### src/rtl/onehot_expander.sv
// onehot_expander
//   Expands a binary bit index into a one-hot word. A command is taken over a
//   valid/ready handshake. It produces either a single one-hot word, a single
//   all-zero word, or a sweep. A sweep is a walking-one run from the given
//   index up to the MSB. Words leave through a small in-order output buffer.
//
// Parameters
//   IDX_W       index width
//   FIFO_DEPTH  output buffer entries (>= 1)
//   OUT_W       one-hot width, 2**IDX_W (derived)
//
// Ports
//   clk, rst_n                  clock, asynchronous active-low reset
//   in_valid/in_ready           command handshake
//   in_idx, in_sweep, in_zero   command fields
//   out_valid/out_ready         output handshake (buffer head)
//   out_data, out_last          head word, last-word-of-command flag
//   busy                        high while a sweep is being generated
module onehot_expander #(
    parameter  int IDX_W      = 3,
    parameter  int FIFO_DEPTH = 2,
    localparam int OUT_W      = 2 ** IDX_W
) (
    input  logic             clk,
    input  logic             rst_n,
    input  logic             in_valid,
    output logic             in_ready,
    input  logic [IDX_W-1:0] in_idx,
    input  logic             in_sweep,
    input  logic             in_zero,
    output logic             out_valid,
    input  logic             out_ready,
    output logic [OUT_W-1:0] out_data,
    output logic             out_last,
    output logic             busy
);

    localparam int PTR_W = (FIFO_DEPTH > 1) ? $clog2(FIFO_DEPTH) : 1;
    localparam int CNT_W = $clog2(FIFO_DEPTH + 1);
    localparam logic [IDX_W-1:0] IDX_MAX = {IDX_W{1'b1}};

    typedef enum logic {
        IDLE,
        SWEEP
    } state_t;

    state_t           state, state_next;
    logic [IDX_W-1:0] cur, cur_next;

    logic             push, pop, full;
    logic [OUT_W-1:0] push_data;
    logic             push_last;

    logic [OUT_W-1:0] data_mem [FIFO_DEPTH];
    logic             last_mem [FIFO_DEPTH];
    logic [PTR_W-1:0] rd_ptr, wr_ptr;
    logic [CNT_W-1:0] count;

    function automatic logic [PTR_W-1:0] ptr_inc(input logic [PTR_W-1:0] p);
        return (p == PTR_W'(FIFO_DEPTH - 1)) ? '0 : p + PTR_W'(1);
    endfunction

    // Space is judged on the pre-pop count, so a same-cycle pop never
    // makes room for a push.
    assign full      = (count == CNT_W'(FIFO_DEPTH));
    assign in_ready  = (state == IDLE) && !full;
    assign out_valid = (count != '0);
    assign pop       = out_valid && out_ready;
    assign busy      = (state == SWEEP);

    // NOTE: every signal driven here gets a default first, so no path
    // through the branches can leave one unassigned and infer a latch.
    always_comb begin
        state_next = state;
        cur_next   = cur;
        push       = 1'b0;
        push_data  = '0;
        push_last  = 1'b0;
        case (state)
            IDLE: begin
                if (in_valid && in_ready) begin
                    push = 1'b1;
                    if (in_zero) begin
                        push_last = 1'b1;
                    end else begin
                        push_data = OUT_W'(1) << in_idx;
                        if (!in_sweep) begin
                            push_last = 1'b1;
                        end else begin
                            push_last = (in_idx == IDX_MAX);
                            if (in_idx != IDX_MAX) begin
                                state_next = SWEEP;
                                cur_next   = in_idx + IDX_W'(1);
                            end
                        end
                    end
                end
            end
            SWEEP: begin
                // Stall in place while the buffer is full.
                if (!full) begin
                    push      = 1'b1;
                    push_data = OUT_W'(1) << cur;
                    push_last = (cur == IDX_MAX);
                    if (cur == IDX_MAX) begin
                        state_next = IDLE;
                    end else begin
                        cur_next = cur + IDX_W'(1);
                    end
                end
            end
            default: state_next = IDLE;
        endcase
    end

    // NOTE: clocked state uses non-blocking assignments so every register
    // samples the pre-edge values regardless of statement order.
    always_ff @(posedge clk or negedge rst_n) begin
        if (!rst_n) begin
            state  <= IDLE;
            cur    <= '0;
            rd_ptr <= '0;
            wr_ptr <= '0;
            count  <= '0;
        end else begin
            state <= state_next;
            cur   <= cur_next;
            if (push) wr_ptr <= ptr_inc(wr_ptr);
            if (pop)  rd_ptr <= ptr_inc(rd_ptr);
            case ({push, pop})
                2'b10:   count <= count + CNT_W'(1);
                2'b01:   count <= count - CNT_W'(1);
                default: count <= count;
            endcase
        end
    end

    // NOTE: buffer storage has no reset; the count gates what is visible,
    // so stale contents after reset are never presented.
    always_ff @(posedge clk) begin
        if (push) begin
            data_mem[wr_ptr] <= push_data;
            last_mem[wr_ptr] <= push_last;
        end
    end

    assign out_data = out_valid ? data_mem[rd_ptr] : '0;
    assign out_last = out_valid ? last_mem[rd_ptr] : 1'b0;

endmodule

### config.mk
export PLATFORM = sky130hd
export DESIGN_NAME = onehot_expander
export DESIGN_NICKNAME = d
export VERILOG_FILES = /design/src/rtl/onehot_expander.sv
export SDC_FILE = /design/constraint.sdc
export NUM_CORES = 1
export LEC_CHECK = 0
export ABC_CLOCK_PERIOD_IN_PS = 2100
export CAP_MARGIN = 20
export CELL_PAD_IN_SITES_DETAIL_PLACEMENT = 1
export CELL_PAD_IN_SITES_GLOBAL_PLACEMENT = 1
export CORE_UTILIZATION = 28
export CTS_BUF_LIST = sky130_fd_sc_hd__clkbuf_8 sky130_fd_sc_hd__clkbuf_16
export DETAILED_ROUTE_END_ITERATION = 16
export PLACE_DENSITY = 0.67
export REMOVE_ABC_BUFFERS = 1
export SLEW_MARGIN = 20
export SYNTH_ARGS = -nofsm -noshare
export SYNTH_HDL_FRONTEND = slang
export SYNTH_SLANG_ARGS = --single-unit
### constraint.sdc
create_clock -name clk -period 2.1 [get_ports clk]
set_input_delay 0.21 -clock clk [delete_from_list [all_inputs] [get_ports clk]]
set_output_delay 0.21 -clock clk [all_outputs]
set_load 0.02 [all_outputs]
==> results.env <==
WORST_SETUP_HOLD_PATH_CLK_SLEW_NS=0.09
DETAILEDROUTE.FIRSTPASSITERATIONCOUNT=9
FINCLKSKEW_NS=0.00245
SETUP_TNS_NS=0
PLACE.GP.CONGESTION=0.733
CORE_REGION_AREA_UM2=4440
TIMING.FINAL.CRIT_PERIOD_NS=1.89
AREA_GROWTH_SYN_TO_LAYOUT_PCT=25.5
GRT.TOTAL_USAGE=0.111
TOTAL_POWER_mW=2.78
REPORT.FINAL.SETUP_VIOL=0
CTS_NUM_SINKS=26
TIGHTEST_SLEW_MARGIN_RELATIVE_TO_THE_LIMIT=0.740
FMAX_MHz=529
VERTICAL_DIE_DIMENSION_UM=70.6
VIAS_PER_CELL=4.77
DP_HPWL_UM=2040
GLOBAL_ROUTING_MET2_RESOURCE_UTILIZATION=0.208
CP-ENDPOINT='out_data[3]'
GRT.BUSIEST_LAYER='met2'
POWER.SHARE.CLOCK=0.099
SEQ_AREA_FRAC_SYNTH=0.562
CTS_BUF_COUNT=3
GRT_ANTENNA_BEFORE_REPAIR=0
ANTENNA_CELLS=0
POST_SYNTHESIS_CELL_AREA_UM2=1320
DR_TOTAL_VIAS=892
SYNTH_CELL_TYPE_COUNT=30
STARTPOINT='count[1]'
RR_STARTPOINT='count[1]'
VIOLATIONS_IN_THE_FINAL_REPORTS='design-rule violations'
INITIAL_CORE_UTIL=0.296
SYNTHESIZED_INSTANCE_COUNT=109
CRIT_PATH_MAX_INCR_DELAY_NS=0.62
P_SWITCHING_mW=1.08
USE_MET1=0.133
MOST_COMMON_CELL_ON_CRIT_PATH='sky130_fd_sc_hd__nor2_1'
SWITCHING_SHARE=0.388
MIN_DELAY_PATH_CLASS='in -> async'
CTS_MAX_PATH_BUFFERS=2
WORST_PIN_SLEW_NS=0.389
TRITONCTS='built'
PATH_DELAY_FAMILY='buffers and inverters'
WORSTSKEWPAIRLATENCY_NS=0.26
P_LEAK_nW=0.634
SYNTHESIS.AREA_PER_INSTANCE_UM2=12.1
RUN_STATUS='finished with violations'
CAP_VIOL_MAX_COUNT=0
CRIT_CELLS=4
WL_UM=2560
TIMING.FINAL.CRIT_SHARE=0.900
WIRE_PER_INST_UM=13.7
NUMBER_OF_HOLD_BUFFERS_ADDED_AFTER_CTS=0
DETAIL-ROUTE-ANTENNA-NETS=0
SYNTH.YOSYS.WARNINGS=0
DIE_X_UM=70.6
GRT_START_MAX_NET_PINS=15
POWER.INTERNAL_mW=1.70
SEQ_POWER_SHARE=0.374
DIE-AREA_UM2=4980
WORST-ENDPOINT-REQUIRED_NS=1.89
CLK_ROOT_BUFFER_CELL='sky130_fd_sc_hd__clkbuf_8'
HOLD_VIOLATIONS=0
WORST_R2R_ENDPOINT='count[1]'
VIA_COUNT_OF_THE_FIRST_GLOBAL_ROUTING_PASS=922
GLOBALROUTE.TOTALOVERFLOW=0
PATH_CLASS='reg -> out'
VDD_IR_DROP_MAX_uV=386
GRT_FIRST_PASS_WIRELENGTH_UM=4360
MAXSLEWVIOLCOUNT=0
CRITICAL_PATH.MAX_FANOUT=11
NUM_ROWS=24
TIMING.CRITICAL_PATH.BUF_INV=2
FINAL_STAGE_NET_COUNT=147
GRT_SETUP_UNREPAIRED='false'
NUM_IO_PINS=21
TIMING.REG2REG.WORST_PATH_DEPTH=6
CRIT_PATH_CELL_TRACE='nor2_1 -> buf_4 -> nor2_1 -> clkdlybuf4s50_1'
YS_FF_LATCH=26
GROUTE.LAYER.MET3.USAGE=0.00855
CRITPATHARRIVALTIME_NS=1.68
FINAL_LAYOUT_SIZE_SUFFIX_GT1_FRAC=0.163
FIRST_ITER_VIOLATIONS=21
DETAIL_ROUTE.DRC_VIOLATIONS=2
COMBPWRFRAC=0.526
TIMING.CRITICAL_PATH.SLOWEST_STAGE_CELL='sky130_fd_sc_hd__clkdlybuf4s50_1'
PWR_DENSITY_CELL_nW_PER_UM2=1680
HTREEDEPTH=1
R2R_SETUP_SLACK_NS=0.47
COUNT_OF_BUFFERS_INSERTED_AT_THE_TOP_LEVEL_PORTS=20
CRITICAL_PATH_CAPTURE_POINT_TYPE='primary output'
STARTPOINT_TYPE='flip-flop'
## cell type report
cell class	count	area, um2
clock buffer	3	41.3
clock inverter	1	3.75
fill	505	2790
inverter	3	11.3
multi-input combinational	77	552
sequential	26	742
tap	52	65.1
timing repair buffer	25	238
## synth_stat cells (all sizes together)
master  count  share of area
a21oi       2          0.010
a41oi       1         0.0066
and2b       2          0.013
buf         2         0.0076
clkbuf      1         0.0028
dfrtp       8           0.15
edfxtp     18           0.41
ha          2          0.019
inv         3         0.0085
mux2        4          0.034
mux2i      11          0.084
nand2       6          0.023
nand2b      4          0.025
nand3       5          0.019
nand4b      1         0.0066
nor2       16          0.046
nor2b       2         0.0095
nor3b       1         0.0057
o21ai       3          0.011
o21bai      1         0.0057
o22ai       5          0.024
o32ai       2          0.019
or2         2         0.0095
or3         1         0.0085
xnor2       4          0.027
xor2        2          0.013
## cell usage in the layout, fill, tap and decap left out
cell type	synthesis	final
sky130_fd_sc_hd__a21oi_1	1	1
sky130_fd_sc_hd__a21oi_2	1	1
sky130_fd_sc_hd__a41oi_1	1	1
sky130_fd_sc_hd__and2b_2	2	2
sky130_fd_sc_hd__buf_4	0	5
sky130_fd_sc_hd__clkbuf_8	0	3
sky130_fd_sc_hd__clkdlybuf4s50_1	0	20
sky130_fd_sc_hd__dfrtp_1	8	7
sky130_fd_sc_hd__dfrtp_2	0	1
sky130_fd_sc_hd__edfxtp_1	18	18
sky130_fd_sc_hd__ha_1	2	2
sky130_fd_sc_hd__inv_1	3	4
sky130_fd_sc_hd__mux2_2	4	4
sky130_fd_sc_hd__mux2i_1	11	11
sky130_fd_sc_hd__nand2_1	5	5
sky130_fd_sc_hd__nand2_4	1	1
sky130_fd_sc_hd__nand2b_1	3	3
sky130_fd_sc_hd__nand2b_4	1	1
sky130_fd_sc_hd__nand3_1	5	5
sky130_fd_sc_hd__nand4b_1	1	1
sky130_fd_sc_hd__nor2_1	16	16
sky130_fd_sc_hd__nor2b_1	2	2
sky130_fd_sc_hd__nor3b_1	1	1
sky130_fd_sc_hd__o21ai_0	3	3
sky130_fd_sc_hd__o21bai_1	1	1
sky130_fd_sc_hd__o22ai_1	5	5
sky130_fd_sc_hd__o32ai_1	1	1
sky130_fd_sc_hd__o32ai_2	1	1
sky130_fd_sc_hd__or2_2	2	2
sky130_fd_sc_hd__or3_4	1	1
sky130_fd_sc_hd__xnor2_1	4	4
sky130_fd_sc_hd__xor2_1	2	2
## flip-flops by register name, indices dropped and copies added, names as in the netlist
name / count
count: 2
wr_ptr: 1
rd_ptr: 1
last_mem: 2
data_mem: 16
cur: 3
busy: 1
## power groups by stage
| stage | Sequential [mW] | Clock, mW | Combinational (mW) |
|---|---|---|---|
| floorplan | 1.02 | 0 | 0.894 |
| global placement | 1.04 | 0 | 1.44 |
| detailed placement | 1.06 | 0 | 1.48 |
| CTS | 1.05 | 0.288 | 1.49 |
| global route | 1.08 | 0.309 | 1.60 |
| finish | 1.04 | 0.275 | 1.46 |
## routing by layer
layer | vias to the layer above | wire (um)
li1 | 446 | -
met5 | - | 0
met1 | 432 | 1160
met2 | 12 | 1330
met4 | 0 | 19
met3 | 2 | 48
## worst min path at each step
| stage | to |
|---|---|
| 2_1_floorplan | busy |
| 3_3_place_gp | wr_ptr |
| 3_5_place_dp | wr_ptr |
| 4_1_cts | count[0] |
| 5_1_grt | count[0] |
| 6_report | cur[2] |
## timing repair
action | CTS | global route
resized for setup | 0 | 1
setup endpoints to repair | 0 | 9
setup buffers | 0 | 0
## cells by family after synthesis
family | after synthesis | share of synthesized area
buf+inv | 6 | 0.0190
fa+ha+maj | 2 | 0.0190
xor+xnor | 6 | 0.0399
mux | 15 | 0.118
flops | 26 | 0.562
simple gates | 40 | 0.165
compound gates | 14 | 0.0769
## per-stage QoR
stage / area, um2 / hold slack, ns / worst slack, ns / utilization / cells
after global routing: 1650 / 0.245 / 0.110 / 0.372 / 187
after global placement: 1610 / 0.484 / 0.338 / 0.361 / 183
final: 1650 / 0.231 / 0.209 / 0.372 / 187
after detailed placement: 1610 / 0.492 / 0.295 / 0.361 / 183
after floorplan: 1300 / -0.0856 / 0.378 / - / 106
after CTS: 1650 / 0.243 / 0.0255 / 0.372 / 187
No activity file was read; power rests on OpenSTA's default activity.
